`config.mk`:
```
export PLATFORM = sky130hd
export DESIGN_NAME = gerador_interrupcao
export DESIGN_NICKNAME = d
export VERILOG_FILES = /design/src/rtl/gerador_interrupcao_pkg.sv /design/src/rtl/gerador_interrupcao_temporizador_quantum.sv /design/src/rtl/gerador_interrupcao.sv
export SDC_FILE = /design/constraint.sdc
export NUM_CORES = 1
export LEC_CHECK = 0
export ABC_AREA = 1
export ABC_CLOCK_PERIOD_IN_PS = 1800
export CORE_MARGIN = 4
export CORE_UTILIZATION = 47
export DETAILED_ROUTE_END_ITERATION = 16
export PLACE_DENSITY = 0.74
export SYNTH_ARGS = -nofsm -noshare
export SYNTH_HDL_FRONTEND = slang
export SYNTH_SLANG_ARGS = --single-unit
export TNS_END_PERCENT = 50
```
`constraint.sdc`:
```
create_clock -name clock -period 1.8 [get_ports clock]
set_input_delay 0.27 -clock clock [delete_from_list [all_inputs] [get_ports clock]]
set_output_delay 0.27 -clock clock [all_outputs]
set_load 0.03 [all_outputs]
```
`src/rtl/gerador_interrupcao_pkg.sv`:
```
// gerador_interrupcao_pkg
// Shared definitions for the interrupt generator.
// Contents: configuration address codes, interrupt source indices, FSM state
// encoding, and helpers for priority selection and one-hot decoding.
package gerador_interrupcao_pkg;

  typedef logic [1:0] cfg_addr_t;
  typedef logic [1:0] src_idx_t;
  typedef logic [1:0] state_t;

  // Configuration register map
  localparam cfg_addr_t QUANTUM  = 2'b00;
  localparam cfg_addr_t CONTROL  = 2'b01;
  localparam cfg_addr_t PEND_CLR = 2'b10;

  // Bit positions in the pending vector and in the request-line vector
  localparam src_idx_t FIN = 2'd0;
  localparam src_idx_t CLK = 2'd1;
  localparam src_idx_t PRT = 2'd2;

  localparam state_t IDLE    = 2'd0;
  localparam state_t REQUEST = 2'd1;
  localparam state_t SERVICE = 2'd2;

  // Fixed priority: finish > clock > print.
  // Callers only use the result when pend is non-zero.
  function automatic src_idx_t fonte_prioritaria(input logic [2:0] pend);
    if (pend[FIN]) return FIN;
    if (pend[CLK]) return CLK;
    return PRT;
  endfunction

  function automatic logic [2:0] fonte_onehot(input src_idx_t src);
    return 3'b001 << src;
  endfunction

endpackage

```
`src/rtl/gerador_interrupcao_temporizador_quantum.sv`:
```
// temporizador_quantum
// Programmable time-slice timer. A quantum register feeds a down-counter.
// When the counter reaches 1, it reloads to the quantum value and o_tick is
// high for that cycle. A quantum of 0 stops the timer and holds the counter
// at 0.
// Ports:
//   clock      system clock; all state changes on the rising edge
//   reset_n    synchronous, active-low reset; loads RESET_QUANTUM
//   i_load     load strobe; writes i_quantum to both quantum and counter
//   i_quantum  new quantum value
//   o_tick     one-cycle event marking the end of each quantum period
module temporizador_quantum #(
  parameter int unsigned                  TIMER_WIDTH   = 32,
  parameter logic [TIMER_WIDTH-1:0]       RESET_QUANTUM = '0
) (
  input  logic                   clock,
  input  logic                   reset_n,
  input  logic                   i_load,
  input  logic [TIMER_WIDTH-1:0] i_quantum,
  output logic                   o_tick
);

  localparam logic [TIMER_WIDTH-1:0] ONE = TIMER_WIDTH'(1);

  logic [TIMER_WIDTH-1:0] r_quantum;
  logic [TIMER_WIDTH-1:0] r_counter;
  logic                   w_running;
  logic                   w_terminal;

  assign w_running  = (r_quantum != '0);
  assign w_terminal = (r_counter == ONE);
  // Reloading at 1 rather than at 0 makes the period exactly r_quantum
  // cycles, so a quantum of 1 ticks every cycle.
  assign o_tick     = w_running && w_terminal;

  always_ff @(posedge clock) begin
    if (!reset_n) begin
      r_quantum <= RESET_QUANTUM;
      r_counter <= RESET_QUANTUM;
    end else if (i_load) begin
      r_quantum <= i_quantum;
      r_counter <= i_quantum;
    end else if (!w_running) begin
      r_counter <= '0;
    end else if (w_terminal) begin
      r_counter <= r_quantum;
    end else begin
      r_counter <= r_counter - ONE;
    end
  end

endmodule

```
`src/rtl/gerador_interrupcao.sv`:
```
// gerador_interrupcao
// Interrupt source and arbiter. It collects finish, timer and print events
// into sticky pending bits. When global interrupts are enabled, it raises one
// request line at a time toward the vector selector. It then tracks the
// request / acknowledge / return handshake with the CPU and saves the return
// PC.
// Ports:
//   clock, reset_n          system clock; synchronous active-low reset
//   finish_event            one-cycle pulse; sets pending.finish
//   print_event             one-cycle pulse; sets pending.print
//   cfg_write/cfg_addr      configuration write strobe and register select
//   w_data                  write data (quantum, GIE in bit 0, w1c mask [2:0])
//   int_ack                 CPU has jumped to the ISR
//   int_return              CPU executes return-from-interrupt
//   inNextPcAddr            PC to be saved on acknowledge
//   FinishInterrupt, ClockInterrupt, PrintInterruption
//                           registered request lines; at most one is high
//   outEpc                  saved return PC
//   outInService            high while an ISR is running
//
// state   | meaning
// IDLE    | no interrupt outstanding; arbitrates pending sources when GIE=1
// REQUEST | request line for r_sel is high; waiting for int_ack
// SERVICE | ISR running; all request lines low; waiting for int_return
module gerador_interrupcao
  import gerador_interrupcao_pkg::*;
#(
  parameter int unsigned            TIMER_WIDTH   = 32,
  parameter logic [TIMER_WIDTH-1:0] RESET_QUANTUM = '0
) (
  input  logic        clock,
  input  logic        reset_n,
  input  logic        finish_event,
  input  logic        print_event,
  input  logic        cfg_write,
  input  logic [1:0]  cfg_addr,
  input  logic [31:0] w_data,
  input  logic        int_ack,
  input  logic        int_return,
  input  logic [31:0] inNextPcAddr,
  output logic        FinishInterrupt,
  output logic        ClockInterrupt,
  output logic        PrintInterruption,
  output logic [31:0] outEpc,
  output logic        outInService
);

  state_t      r_state;
  src_idx_t    r_sel;
  logic [2:0]  r_pending;
  logic [2:0]  r_lines;
  logic        r_gie;
  logic        r_in_service;
  logic [31:0] r_epc;

  logic        w_tick;
  logic        w_quantum_wr;
  logic        w_control_wr;
  logic        w_clear_wr;
  logic        w_ack_ok;
  logic [2:0]  w_set;
  logic [2:0]  w_clr;
  logic [2:0]  w_pending_next;
  src_idx_t    w_sel_next;

  assign w_quantum_wr = cfg_write && (cfg_addr == QUANTUM);
  assign w_control_wr = cfg_write && (cfg_addr == CONTROL);
  assign w_clear_wr   = cfg_write && (cfg_addr == PEND_CLR);

  temporizador_quantum #(
    .TIMER_WIDTH   (TIMER_WIDTH),
    .RESET_QUANTUM (RESET_QUANTUM)
  ) u_temporizador (
    .clock     (clock),
    .reset_n   (reset_n),
    .i_load    (w_quantum_wr),
    .i_quantum (w_data[TIMER_WIDTH-1:0]),
    .o_tick    (w_tick)
  );

  assign w_ack_ok = (r_state == REQUEST) && int_ack;

  // Bit order matches FIN/CLK/PRT: finish in bit 0, clock in bit 1, print in bit 2.
  assign w_set = {print_event, w_tick, finish_event};
  assign w_clr = (w_clear_wr ? w_data[2:0] : 3'b000)
               | (w_ack_ok   ? fonte_onehot(r_sel) : 3'b000);
  // Applying the set after the clear means a new event in the same cycle
  // as a clear is never lost.
  assign w_pending_next = (r_pending & ~w_clr) | w_set;

  assign w_sel_next = fonte_prioritaria(r_pending);

  always_ff @(posedge clock) begin
    if (!reset_n) begin
      r_state      <= IDLE;
      r_sel        <= FIN;
      r_pending    <= 3'b000;
      r_lines      <= 3'b000;
      r_gie        <= 1'b0;
      r_in_service <= 1'b0;
      r_epc        <= 32'h0;
    end else begin
      r_pending <= w_pending_next;
      if (w_control_wr) begin
        r_gie <= w_data[0];
      end
      case (r_state)
        IDLE: begin
          if (r_gie && (r_pending != 3'b000)) begin
            r_sel   <= w_sel_next;
            r_lines <= fonte_onehot(w_sel_next);
            r_state <= REQUEST;
          end
        end
        // Only int_ack leaves REQUEST. Clearing GIE or the source's pending
        // bit here does not withdraw the line, so the CPU never sees a
        // request disappear before it acknowledges it.
        REQUEST: begin
          if (int_ack) begin
            r_lines      <= 3'b000;
            r_epc        <= inNextPcAddr;
            r_in_service <= 1'b1;
            r_state      <= SERVICE;
          end
        end
        SERVICE: begin
          if (int_return) begin
            r_in_service <= 1'b0;
            r_state      <= IDLE;
          end
        end
        default: begin
          r_lines      <= 3'b000;
          r_in_service <= 1'b0;
          r_state      <= IDLE;
        end
      endcase
    end
  end

  assign FinishInterrupt   = r_lines[FIN];
  assign ClockInterrupt    = r_lines[CLK];
  assign PrintInterruption = r_lines[PRT];
  assign outEpc            = r_epc;
  assign outInService      = r_in_service;

endmodule

```
# --- Word-level counts from Yosys, hierarchy flattened ---
# Index checks and enable logic that the tools add are counted.
classes:
  reduce_logical: 15
  bitwise: 6
  n_mux: 22
  addsub: 1
  n_shift: 2
  eq_ne: 8
op_table:
  columns: ["operator", "n"]
  rows:
  - ["$mux W32", 3]
  - ["$eq A32 B1 Y1 const B", 1]
  - ["$reduce_bool A32 Y1", 1]
  - ["$sub A32 B1 Y32 const B", 1]
  - ["$mux W2", 7]
  - ["$mux W3", 4]
  - ["$pmux W3 S3", 1]
  - ["$reduce_and A3 Y1", 3]
  - ["$logic_and A1 B1 Y1", 6]
  - ["$ne A2 B2 Y1 const B", 3]
  - ["$or A3 B3 Y3", 2]
  - ["$pmux W2 S3", 1]
  - ["$shl A1 B2 Y3 const A", 2]
  - ["$mux W1", 5]
  - ["$eq A2 B1 Y1 const B", 2]
  - ["$eq A2 B2 Y1 const B", 2]
  - ["$logic_not A2 Y1", 2]
  - ["$reduce_and A2 Y1", 2]
  - ["$and A3 B3 Y3", 1]
  - ["$not A3 Y3", 1]
  - ["$pmux W1 S3", 1]
  - ["$reduce_bool A3 Y1", 1]
  - ["$not A1 Y1", 2]
word_totals:
  output_inout_bits: 36
  in_bits: 73
  word_cells: 63
  regBits: 108

# --- Depth between registers and ports, before layout ---
depth:
  ltp_word: 7
  depth_mapped: 12
  depth_no_buf: 11

# --- Hierarchy ---
# A second synthesis with hierarchy kept.
hier_totals:
  cells_unflattened: 848
  area_unflattened_um2: 5904.4
modules_own_cells:
  columns: ["mod", "instances", "cells_each", "seq_area_each_um2", "area_per_inst_um2"]
  rows:
  - ["temporizador_quantum", 1, 620, 1281.2, 4124.0]
  - ["gerador_interrupcao", 1, 228, 880.8, 1780.5]

# --- Worst setup path before layout ---
# No wires, ideal clock.
synth_path:
  path_type: "reg-to-reg"
  from: "register u_temporizador.r_counter[0]"
  to: "register u_temporizador.r_counter[28]"
  stages_incl_launch_ff: 11
  path_slack_ns: 0.275
  t_required_ns: 1.668
  setup_time_ns: 0.132
  synth_period_minus_slack_ns: 1.525
  arrival_ns: 1.393
  cell_sequence: "dfxtp_1 -> inv_1 -> ha_1 -> clkbuf_2 -> nand2_2 -> nor2_4 -> nand2_4 -> o21ai_0 -> nand3_2 -> nand2_1 -> a21oi_1"
synth_between:
  elab_chain_cells: 4
  word_cells_on_any_way: 5
  cone_classes: "1 x add/sub; 1 x eq/ne; 3 x mux"
synth_rtl:
  columns: ["element", "line_no", "rtl"]
  rows:
  - ["from (decl)", "gerador_interrupcao_temporizador_quantum.sv:26", "logic [TIMER_WIDTH-1:0] r_counter;"]
  - ["from (signal assigned)", "gerador_interrupcao_temporizador_quantum.sv:42", "r_counter <= i_quantum;"]
  - ["from (signal assigned)", "gerador_interrupcao_temporizador_quantum.sv:46", "r_counter <= r_quantum;"]
  - ["from (signal assigned)", "gerador_interrupcao_temporizador_quantum.sv:48", "r_counter <= r_counter - ONE;"]
  - ["$sub A32 B1 Y32 / $eq A32 B1 Y1 (equally long branches)", "gerador_interrupcao_temporizador_quantum.sv:48, gerador_interrupcao_temporizador_quantum.sv:31", null]
  - ["$mux W32 *", "gerador_interrupcao_temporizador_quantum.sv:45", "end else if (w_terminal) begin"]
  - ["$mux W32 *", "gerador_interrupcao_temporizador_quantum.sv:43", "end else if (!w_running) begin"]
  - ["$mux W32 *", "gerador_interrupcao_temporizador_quantum.sv:40", "end else if (i_load) begin"]
# Mark *: on every way between the ends. The rest lies on a longest branch, timed or not.
# A chain may end at the register's enable or synchronous reset.

# --- Worst setup path after layout ---
layout_path:
  from: "register u_temporizador.r_counter[1]"
  to: "register u_temporizador.r_counter[30]"
# The elaborated chain is that of the path after synthesis.

==> impl_metrics.json <==
{
  "critPathMaxFanout": 16,
  "switching_share_pct": 41.3,
  "hold_violations": 0,
  "tightest_slew_ns": 0.380,
  "clk_pin_slew_worst_paths_ns": 0.07,
  "synth_area_leaders": "dfxtp_1 (40%), nand2_1 (19%), a21oi_1 (9.7%), nor2_1 (7.8%), inv_1 (4.3%)",
  "core_area_um2": 11000,
  "drt-total-wl_um": 14900,
  "wl_per_cell_um": 14.0,
  "switching_power_mw": 3.70,
  "root_buffer": "clkbuf_16",
  "via_count": 5475,
  "yosysWarnings": 0,
  "grt_pass1_wl_um": 24900,
  "rsz0062_at_grt": "no",
  "hold_class": "in -> reg",
  "slew_headroom_pct": 74.3,
  "p_int_mw": 5.25,
  "reg2reg_slack_ns": 0.09,
  "place_area_um2": 6630,
  "startpoint_type": "flop",
  "ir_worst_vdd_v": 0.000636,
  "cts.htree.levels": 3,
  "required_ns": 2.03,
  "cp_slowest_cell": "dfxtp_1",
  "io_buffer_count": 108,
  "grtUsageTotal_pct": 23.2,
  "powerDensity_nw_per_um2": 1280,
  "clockBufferDepth": 2,
  "areaGrowthSynthToFinish_pct": 30.4,
  "grt_max_degree": 74,
  "r2r-end": "u_temporizador.r_counter[30]",
  "die_x_um": 115,
  "leakagePower_nw": 2.95,
  "yosys.area.top_type": "dfxtp_1",
  "viasPerCell": 5.14,
  "grt_antenna_before_repair": 0,
  "setup_viol": 0,
  "postSynthAreaPerCell_um2": 6.61,
  "clock_skew_ns": 0.00793,
  "n_antenna_cell": 0,
  "reg2reg_from": "u_temporizador.r_counter[1]",
  "worst-r2r-cell-count": 12,
  "gp_congestion": 0.976,
  "yosysTopAreaCellShare_pct": 40.3,
  "syn_inst": 811,
  "power.share.combinational_pct": 44.2,
  "cp-endpoint": "u_temporizador.r_counter[30]",
  "cp-startpoint": "u_temporizador.r_counter[1]",
  "fin_crit_sh_pct": 94.7,
  "crit_chain": "inv_1 > ha_1 > nand2_1 > nor2_1 > nand2_1 > nor2_4 > nand2_4 > buf_12 > nor2_1 > nor2_1 > nand2_1 > a21oi_1",
  "synth_seq_cells": 108,
  "nets": 995,
  "row_count": 38,
  "hold_buffers": 0,
  "drive_above_1_share_pct": 10.6,
  "dr.pass1.iters": 5,
  "endpoint_kind": "flop",
  "clk_latency_ns": 0.36,
  "cap_violations": 0,
  "clkPwrFrac_pct": 23.1,
  "cts_buffers": 9,
  "netlist_area_um2": 5360,
  "fin_crit_ns": 1.71,
  "ant_nets": 0,
  "ios": 109,
  "setup_tns_ns": 0,
  "overflow": 0,
  "p_seq_share_pct": 32.7,
  "cts_tree": "yes",
  "status": "finished, final reports clean",
  "fin_util_pct": 63.7,
  "cp_top_family": "simple AND/OR/NAND/NOR gates",
  "slowest_delay_ns": 0.32,
  "die-area_um2": 13200,
  "synth_cell_types": 32,
  "arrival_ns": 1.93,
  "finalInstanceArea_um2": 7000,
  "worst-path-stages": 12,
  "drtIter0Drc": 351,
  "dp_hpwl_um": 11100,
  "die_y_um": 115,
  "synth_nets": 886,
  "first_global_vias": 5444,
  "fmax_ghz": 0.587,
  "start_util_pct": 48.8,
  "clkSinkCount": 108,
  "ys_seq_area_share_pct": 40.3,
  "slew_viol_final": 0,
  "critPathKind": "reg -> reg",
  "path_buf_inv": 2,
  "drc": 0
}
[routing by layer]
metal / part of all wire, % / global-route usage (%)
met5: 0 / 0
met4: 2.5 / 8.29
met3: 8.8 / 8.47
met2: 47 / 38.6
met1: 42 / 27.5
[final cells by class]
type	instances	area (um2)
clock buffers	10	239
clock inverters	6	70.1
fillers	1011	3990
inverters	69	262
multi-input cells	603	2790
flip-flops and latches	108	2160
well taps	140	175
repair buffers	129	1300
[cells in the final DEF (no fill, tap or decap), types with 2 or more instances in the layout]
cell,n
clkbuf_16,9
nor2_2,10
inv_1,62
a21oi_1,104
o21ai_2,2
buf_12,5
buf_4,16
nand3_2,20
nand2_2,7
inv_2,6
dfxtp_1,108
nand4_1,3
clkdlybuf4s50_1,108
nand2_1,272
o21ai_0,10
nor2_4,5
o311ai_0,2
a21oi_2,4
clkinvlp_4,2
nand2_4,2
nand3_1,39
or2_0,2
nor2_1,110
nor3_1,2
[cells by family (layout without fill, tap and decap cells)]
kind of cell / Yosys count / after routing / share of synthesized area [%]
and+or+nand+nor: 475 / 476 / 38.6
xor gates and xnor gates: 1 / 1 / 0.163
AOI/OAI and AO/OA: 124 / 124 / 12.2
adders and majority gates: 2 / 2 / 0.466
buffers and inverters: 101 / 214 / 8.28
DFF: 108 / 108 / 40.3
[cell usage after synthesis]
cell      count
a31oi_1       1
a21oi_2       4
nand4_1       3
nand2_2       5
nand3b_2      1
dfxtp_1     108
inv_4         1
clkbuf_1     17
o21ai_2       2
o21ai_0      10
ha_1          2
buf_6         7
nand2_1     273
xor2_1        1
nor2_1      111
or2_0         2
nand3b_1      1
clkbuf_2      1
nand3_1      39
nor2_2       11
inv_2         6
nor3_2        1
inv_1        62
o311ai_0      2
nor2_4        3
nor3_1        2
o211ai_1      1
buf_2         7
nand3_2      20
or2_2         1
a21oi_1     104
nand2_4       2
[worst min-delay path by stage]
| stage | slack (ns) | from | cells after the start | endpoint |
|---|---|---|---|---|
| after floorplan | 0.39 | print_event | 2 | r_pending[2] |
| after global placement | 0.45 | outEpc[2] | 2 | outEpc[2] |
| after detailed placement | 0.45 | outInService | 2 | outInService |
| after CTS | 0.45 | inNextPcAddr[31] | 3 | outEpc[31] |
| after global routing | 0.47 | inNextPcAddr[27] | 3 | outEpc[27] |
| final | 0.46 | inNextPcAddr[26] | 3 | outEpc[26] |
[state kept, by name, indices dropped and copies added, names as in the netlist]
register	flops
outEpc	32
outInService	1
r_gie	1
r_lines	3
r_pending	3
r_sel	2
r_state	2
u_temporizador.r_counter	32
u_temporizador.r_quantum	32
[stage by stage]
stage / hold WS (ns) / cells / worst slack (ns) / power [mW]
2_1_floorplan: 0.388 / 811 / 0.275 / 5.78
3_3_place_gp: 0.451 / 1044 / 0.0631 / 6.72
3_5_place_dp: 0.455 / 1044 / 0.000839 / 6.79
4_1_cts: 0.454 / 1060 / 0.00366 / 8.88
5_1_grt: 0.471 / 1065 / 0.00445 / 9.62
6_report: 0.462 / 1065 / 0.0950 / 8.95
[power groups by stage]
stage / Combinational, mW / Clock (mW) / Sequential (mW)
6_report: 3.96 / 2.06 / 2.93
5_1_grt: 4.47 / 2.18 / 2.96
4_1_cts: 3.86 / 2.10 / 2.92
3_5_place_dp: 3.83 / 0 / 2.96
3_3_place_gp: 3.75 / 0 / 2.96
2_1_floorplan: 2.86 / 0 / 2.92
[timing repair]
item,CTS,global route
buffers inserted,0,4
setup endpoints to repair,0,29
resized for setup,0,5
[worst min-delay path, cell delays in order]
cell and delay [ns]:
clkdlybuf4s50_1 0.39, nand2_1 0.06, a21oi_1 0.05
(Power assumes the default switching activity.)
==> edit 1 (same flow settings) <==
`TIMER_WIDTH` is set to 32 in 2 places; all go to 24.
--- a/src/rtl/gerador_interrupcao_temporizador_quantum.sv
+++ b/src/rtl/gerador_interrupcao_temporizador_quantum.sv
@@ -10,7 +10,7 @@
 //   i_quantum  new quantum value
 //   o_tick     one-cycle event marking the end of each quantum period
 module temporizador_quantum #(
-  parameter int unsigned                  TIMER_WIDTH   = 32,
+  parameter int unsigned                  TIMER_WIDTH   = 24,
   parameter logic [TIMER_WIDTH-1:0]       RESET_QUANTUM = '0
 ) (
   input  logic                   clock,
--- a/src/rtl/gerador_interrupcao.sv
+++ b/src/rtl/gerador_interrupcao.sv
@@ -25,7 +25,7 @@
 module gerador_interrupcao
   import gerador_interrupcao_pkg::*;
 #(
-  parameter int unsigned            TIMER_WIDTH   = 32,
+  parameter int unsigned            TIMER_WIDTH   = 24,
   parameter logic [TIMER_WIDTH-1:0] RESET_QUANTUM = '0
 ) (
   input  logic        clock,
Function: changed (Yosys sat finds a counterexample within 4 cycles, from zero or initial values and one cycle with reset_n low).
==> edit 1 against the unedited design <==
  * Sequential cell count down 16
  * Setup slack better by 0.021 ns
  * First-iteration DRC count down 49%
  * Wire length down 24%
  * Critical path type is now flop to output port
  * Worst hold slack worse by 0.019 ns
  * Largest power group unchanged
  * Largest cell class unchanged
  * Design area down 18%
  * Area after synthesis down 18%
  * Power down 21%
==> edit 1: results (changes against the unedited design) <==
| Metric | Value |
|---|---|
| Run status | `complete, no violations` |
| Area grow syn2layout | `30.2%` |
| Signal buffers | `113 (-12%)` |
| Clock network share of area | `3.24% (-1.2 points)` |
| Net Switching | `0.00301 W (-19%)` |
| Worst-Margin Slew | `0.416 ns (+0.0360 ns)` |
| Root buf cell | `clkbuf_8` |
| WL per Instance | `13.5 um (-3.7%)` |
| Port bufs | `100 (-7.4%)` |
| Mux cell area share after synthesis | `0% (unchanged)` |
| Clock Sinks | `92 (-15%)` |
| Post-synth cell types | `30 (-6.3%)` |
| Iteration-0 DRC Markers | `180 (-49%)` |
| Syn_nets | `702 (-21%)` |
| CP max-delay cell | `clkdlybuf4s50_1` |
| Top delay family on crit path | `buffers and inverters` |
| Sequential area share after synthesis | `41.6% (+1.3 points)` |
| Largest net degree at the start of global routing | `55 (-26%)` |
| Reg2reg start | `u_temporizador.r_counter[16]` |
| Fillers | `858 (-15%)` |
| Syn_area_per_cell | `7.05 sq um (+6.7%)` |
| Worst vdd ir | `0.573 mV (-9.9%)` |
| Critical R2R Capture | `u_temporizador.r_counter[17]` |
| Die ar. | `11000 sq um (-16%)` |
| Worst hold path startpoint | `inNextPcAddr[22]` |
| Hold endpoint | `outEpc[22]` |
| Pleak | `2.32 nW (-21%)` |
| Multi-input gate share of total cell area | `40.0% (+0.13 points)` |
| First-pass GRT wire length | `19200 um (-23%)` |
| Adder-Cell Fraction of Synth Area | `0.566% (+0.099 points)` |
| Clk pin slew, worst setup/hold paths | `0.11 ns (+0.04 ns)` |
| Clk pwr share | `19.0% (-4.1 points)` |
| Main synth FF type | `dfxtp_1` |
| GRT Overall Usage | `21.0% (-2.1 points)` |
| Worst Clk Skew | `0.0135 ns (+0.00553 ns)` |
| Non-clock buffer share of cell area | `20.2% (+1.6 points)` |
| XOR/XNOR share of the synthesized area | `0.396% (+0.23 points)` |
| Number of instances in the placed design | `824 (-21%)` |
| Nets | `801 (-19%)` |
| Via count | `4331 (-21%)` |
| R2R cell count | `9 (-3)` |
| Routed WL | `11300 um (-24%)` |
| Dpl hpwl | `8300 um (-25%)` |
| Critical Path Fanout Max | `2 (-14)` |
| Non-clk invs | `34 (-51%)` |
| RD Place Congestion | `0.915 (-6.2%)` |
| CP Data Arrival Time | `1.41 ns (-0.52 ns)` |
| DP Area | `5550 sq um (-16%)` |
| Commonest cells in the synthesized netlist | `198 x nand2_1, 94 x nor2_1, 92 x dfxtp_1` |
| Compound-Gate Fraction of Synth Area | `12.3% (+0.078 points)` |
| Post-place setup slack | `0.120 ns (+0.119 ns)` |
| Seq area share | `32.0% (+1.1 points)` |
| Largest cells by area after synthesis | `dfxtp_1 42%, nand2_1 17%, a21oi_1 9.1%` |
| Clk. pwr | `0.00134 W (-35%)` |
| Seq power | `0.00246 W (-16%)` |
| Max incr delay on CP | `0.68 ns (+0.36 ns)` |
| Comb_multi_in | `476 (-21%)` |
-- edit 1: worst max path at each step --
stage,start,to,slack (ns),cells past startpoint
final,outEpc[2],outEpc[2],0.12,1
after global routing,u_temporizador.r_counter[18],u_temporizador.r_counter[19],0.01,9
after CTS,outEpc[3],outEpc[3],0.09,1
after detailed placement,cfg_write,u_temporizador.r_quantum[2],0.12,6
after global placement,cfg_write,u_temporizador.r_quantum[22],0.16,6
after floorplan,u_temporizador.r_counter[0],u_temporizador.r_counter[19],0.39,9
-- edit 1: timing repair --
item	in CTS	in global routing
gates resized for setup	0	2
buffers inserted	0	2
endpoints found under the setup margin	0	13
hold endpoints to repair	0	0
-- edit 1: per-layer routing --
metal	GRT usage, %	vias up	wire length (um)
met3	7.60	24	935
met1	23.8	1949	4710
met2	36.5	132	5470
met4	7.22	0	225
li1	-	2226	-
met5	0	-	0
==> edit 2 (same settings) <==
Without the edit above. Reset style: asynchronous (`reset_n`), changed in 2 clocked blocks. Comments in the files are not updated.
--- a/src/rtl/gerador_interrupcao_temporizador_quantum.sv
+++ b/src/rtl/gerador_interrupcao_temporizador_quantum.sv
@@ -33,7 +33,7 @@
   // cycles, so a quantum of 1 ticks every cycle.
   assign o_tick     = w_running && w_terminal;
 
-  always_ff @(posedge clock) begin
+  always_ff @(posedge clock or negedge reset_n) begin
     if (!reset_n) begin
       r_quantum <= RESET_QUANTUM;
       r_counter <= RESET_QUANTUM;
--- a/src/rtl/gerador_interrupcao.sv
+++ b/src/rtl/gerador_interrupcao.sv
@@ -90,7 +90,7 @@
 
   assign w_sel_next = fonte_prioritaria(r_pending);
 
-  always_ff @(posedge clock) begin
+  always_ff @(posedge clock or negedge reset_n) begin
     if (!reset_n) begin
       r_state      <= IDLE;
       r_sel        <= FIN;
Function: differs if reset_n is asserted again (counterexample within 4 cycles, from zero or initial values and one cycle with reset_n low); with reset_n held inactive, the same outputs for 10 cycles.
==> edit 2 against the unedited design <==
  * Area after synthesis is 3.9% higher
  * Wire length is 2.9% lower
  * Power is 8.1% higher
  * Fmax is 0.55% lower
  * Critical path depth is 11 lower
  * Final cell count is 9.2% lower
  * Clock skew is 0.0035 ns higher
  * Sequential cell count stayed put
  * Design area is 4.6% higher
  * Sequential power is 28% higher
  * Setup slack worse by 0.0095 ns
==> edit 2: results (changes against the unedited design) <==
| Metric | Value |
|---|---|
| Vias in the first global route | `5137 (-5.6%)` |
| Overflow after GRT | `0 (unchanged)` |
| GR Util met1 | `26.3% (-1.2 points)` |
| Hold crit path type | `input port to async pin` |
| Commonest cells in the synthesized netlist | `190 x nand2_1, 108 x dfrtp_1, 92 x nor2_1` |
| Worst vdd ir | `1.07 mV (+68%)` |
| Run status | `complete, no violations` |
| First-pass GRT wire length | `24000 um (-3.5%)` |
| Initial antenna violation count | `0 (unchanged)` |
| RD Place Congestion | `0.946 (-3.1%)` |
| GRT Overall Usage | `22.4% (-0.73 points)` |
| Port bufs | `108 (unchanged)` |
| R2R cell count | `9 (-3)` |
| CP Data Arrival Time | `1.44 ns (-0.49 ns)` |
| Root buf cell | `clkbuf_16` |
| Finished Layout Cells | `967 (-9.2%)` |
| Worst Clk Skew | `0.0114 ns (+0.00348 ns)` |
| CTS Buf Count | `9 (unchanged)` |
| Post-synth cell types | `31 (-3.1%)` |
| Largest net degree at the start of global routing | `35 (-53%)` |
| Main synth FF type | `dfrtp_1` |
| Sequential area share after synthesis | `48.5% (+8.2 points)` |
| Top delay family on crit path | `buffers and inverters` |
| Ratio of cells with drive above 1 in the final layout | `13.8% (+3.2 points)` |
| Pre-Repair DR Iteration Count | `5 (unchanged)` |
| Iteration-0 DRC Markers | `299 (-15%)` |
| Reg2reg start | `u_temporizador.r_counter[24]` |
| Syn_area_per_cell | `8.08 sq um (+22%)` |
| Clk pin slew, worst setup/hold paths | `0.08 ns` |
| Routed WL | `14500 um (-2.9%)` |
| Dpl hpwl | `11100 um (-0.63%)` |
| Final Hold Vio Count | `0 (unchanged)` |
| Async SR Flop Fraction | `100% (+100 points)` |
| Ant. Diodes | `0 (unchanged)` |
| Grt met2 use | `37.8% (-0.84 points)` |
| Met3 usage | `9.15% (+0.68 points)` |
| Nets | `894 (-10%)` |
| DR DRC count | `0 (unchanged)` |
| CP max-delay cell | `clkdlybuf4s50_1` |
| Routed Antenna Nets | `0 (unchanged)` |
| DP Area | `6940 sq um (+4.5%)` |
| Syn_nets | `765 (-14%)` |
| Vias/cell | `5.16 (+0.40%)` |
| Rel. slew slack | `68.8% (-5.6 points)` |
| Largest cells by area after synthesis | `dfrtp_1 48%, nand2_1 13%, mux2_2 6.7%` |
| Critical Path Start | `r_lines[1]` |
| H-tree levels | `3 (unchanged)` |
| Max Buffers Root-to-Sink | `2 (unchanged)` |
| Skew-Pair Late Insertion Delay | `0.36 ns (about the same)` |
| Pleak | `3.42 nW (+16%)` |
| Yosys warning count | `0 (unchanged)` |
| Number of instances in the placed design | `946 (-9.4%)` |
| Max incr delay on CP | `0.70 ns (+0.38 ns)` |
| Critical Path Fanout Max | `2 (-14)` |
-- edit 2: changes by cell type after synthesis, sizes merged, moves of 4 or more --
| cell | before | now |
|---|---|---|
| nor2 | 125 | 108 |
| mux2 | 0 | 33 |
| nand3b | 2 | 6 |
| nand4 | 3 | 11 |
| nor3 | 3 | 17 |
| a21oi | 108 | 0 |
| dfxtp | 108 | 0 |
| clkbuf | 18 | 3 |
| o21ai | 12 | 46 |
| nand2 | 280 | 195 |
| xnor2 | 0 | 8 |
| dfrtp | 0 | 108 |
| inv | 69 | 74 |
-- edit 2: cells by family (layout without fill, tap and decap cells) --
family	Yosys count	in the layout	share of synthesized area [%]
adder cells (fa/ha/maj)	2	2	0.449
XOR/XNOR	9	9	1.41
buffers and inverters	93	227	7.34
AO/OA/AOI/OAI	52	52	4.96
flip-flops	108	108	48.5
AND/OR/NAND/NOR	393	393	30.7
multiplexers	33	33	6.67
-- edit 2: final timing paths --
kind	slack, ns	endpoint
worst max-delay path	0.09	ClockInterrupt
worst min-delay path	0.41	u_temporizador.r_counter[1]
worst max register to register	0.11	u_temporizador.r_counter[4]
worst min register to register	0.49	r_pending[0]
max in group asynchronous	0.77	u_temporizador.r_quantum[4]
min in group clock	0.47	u_temporizador.r_counter[25]
-- edit 2: layout make-up --
cell class,count,area [sq um]
repair buffers,136,1350
clock buffers,10,239
multi-input cells,489,2520
flip-flops and latches,108,2700
clock inverters,6,46.3
inverters,75,283
well taps,143,179
fillers,993,4200
-- edit 2: repair_timing --
action	in CTS	in global routing
resized for setup	0	16
hold endpoints to repair	30	0
setup buffers	0	4
endpoints found under the setup margin	0	28
hold buffers	1	0
-- edit 2: stage by stage --
step | setup TNS [ns] | hold slack [ns] | worst slack (ns)
global route | 0 | 0.444 | 0.00414
finish | 0 | 0.412 | 0.0855
detailed placement | -0.0190 | 0.256 | -0.00966
global placement | 0 | 0.248 | 0.0382
floorplan | 0 | -0.0256 | 0.311
CTS | 0 | 0.412 | 0.0530
-- edit 2: power breakdown --
group          switching [W]  total [W]  internal (W)
sequential          0.000569    0.00376       0.00319
clock               0.000935    0.00192      0.000990
combinational        0.00222    0.00400       0.00178
total                0.00373    0.00968       0.00596
-- edit 2: metal layers --
metal	vias to the layer above	share of wire, %
met5	-	0
met4	0	1.9
met3	24	8.7
met2	169	48
met1	2346	41
li1	2452	-
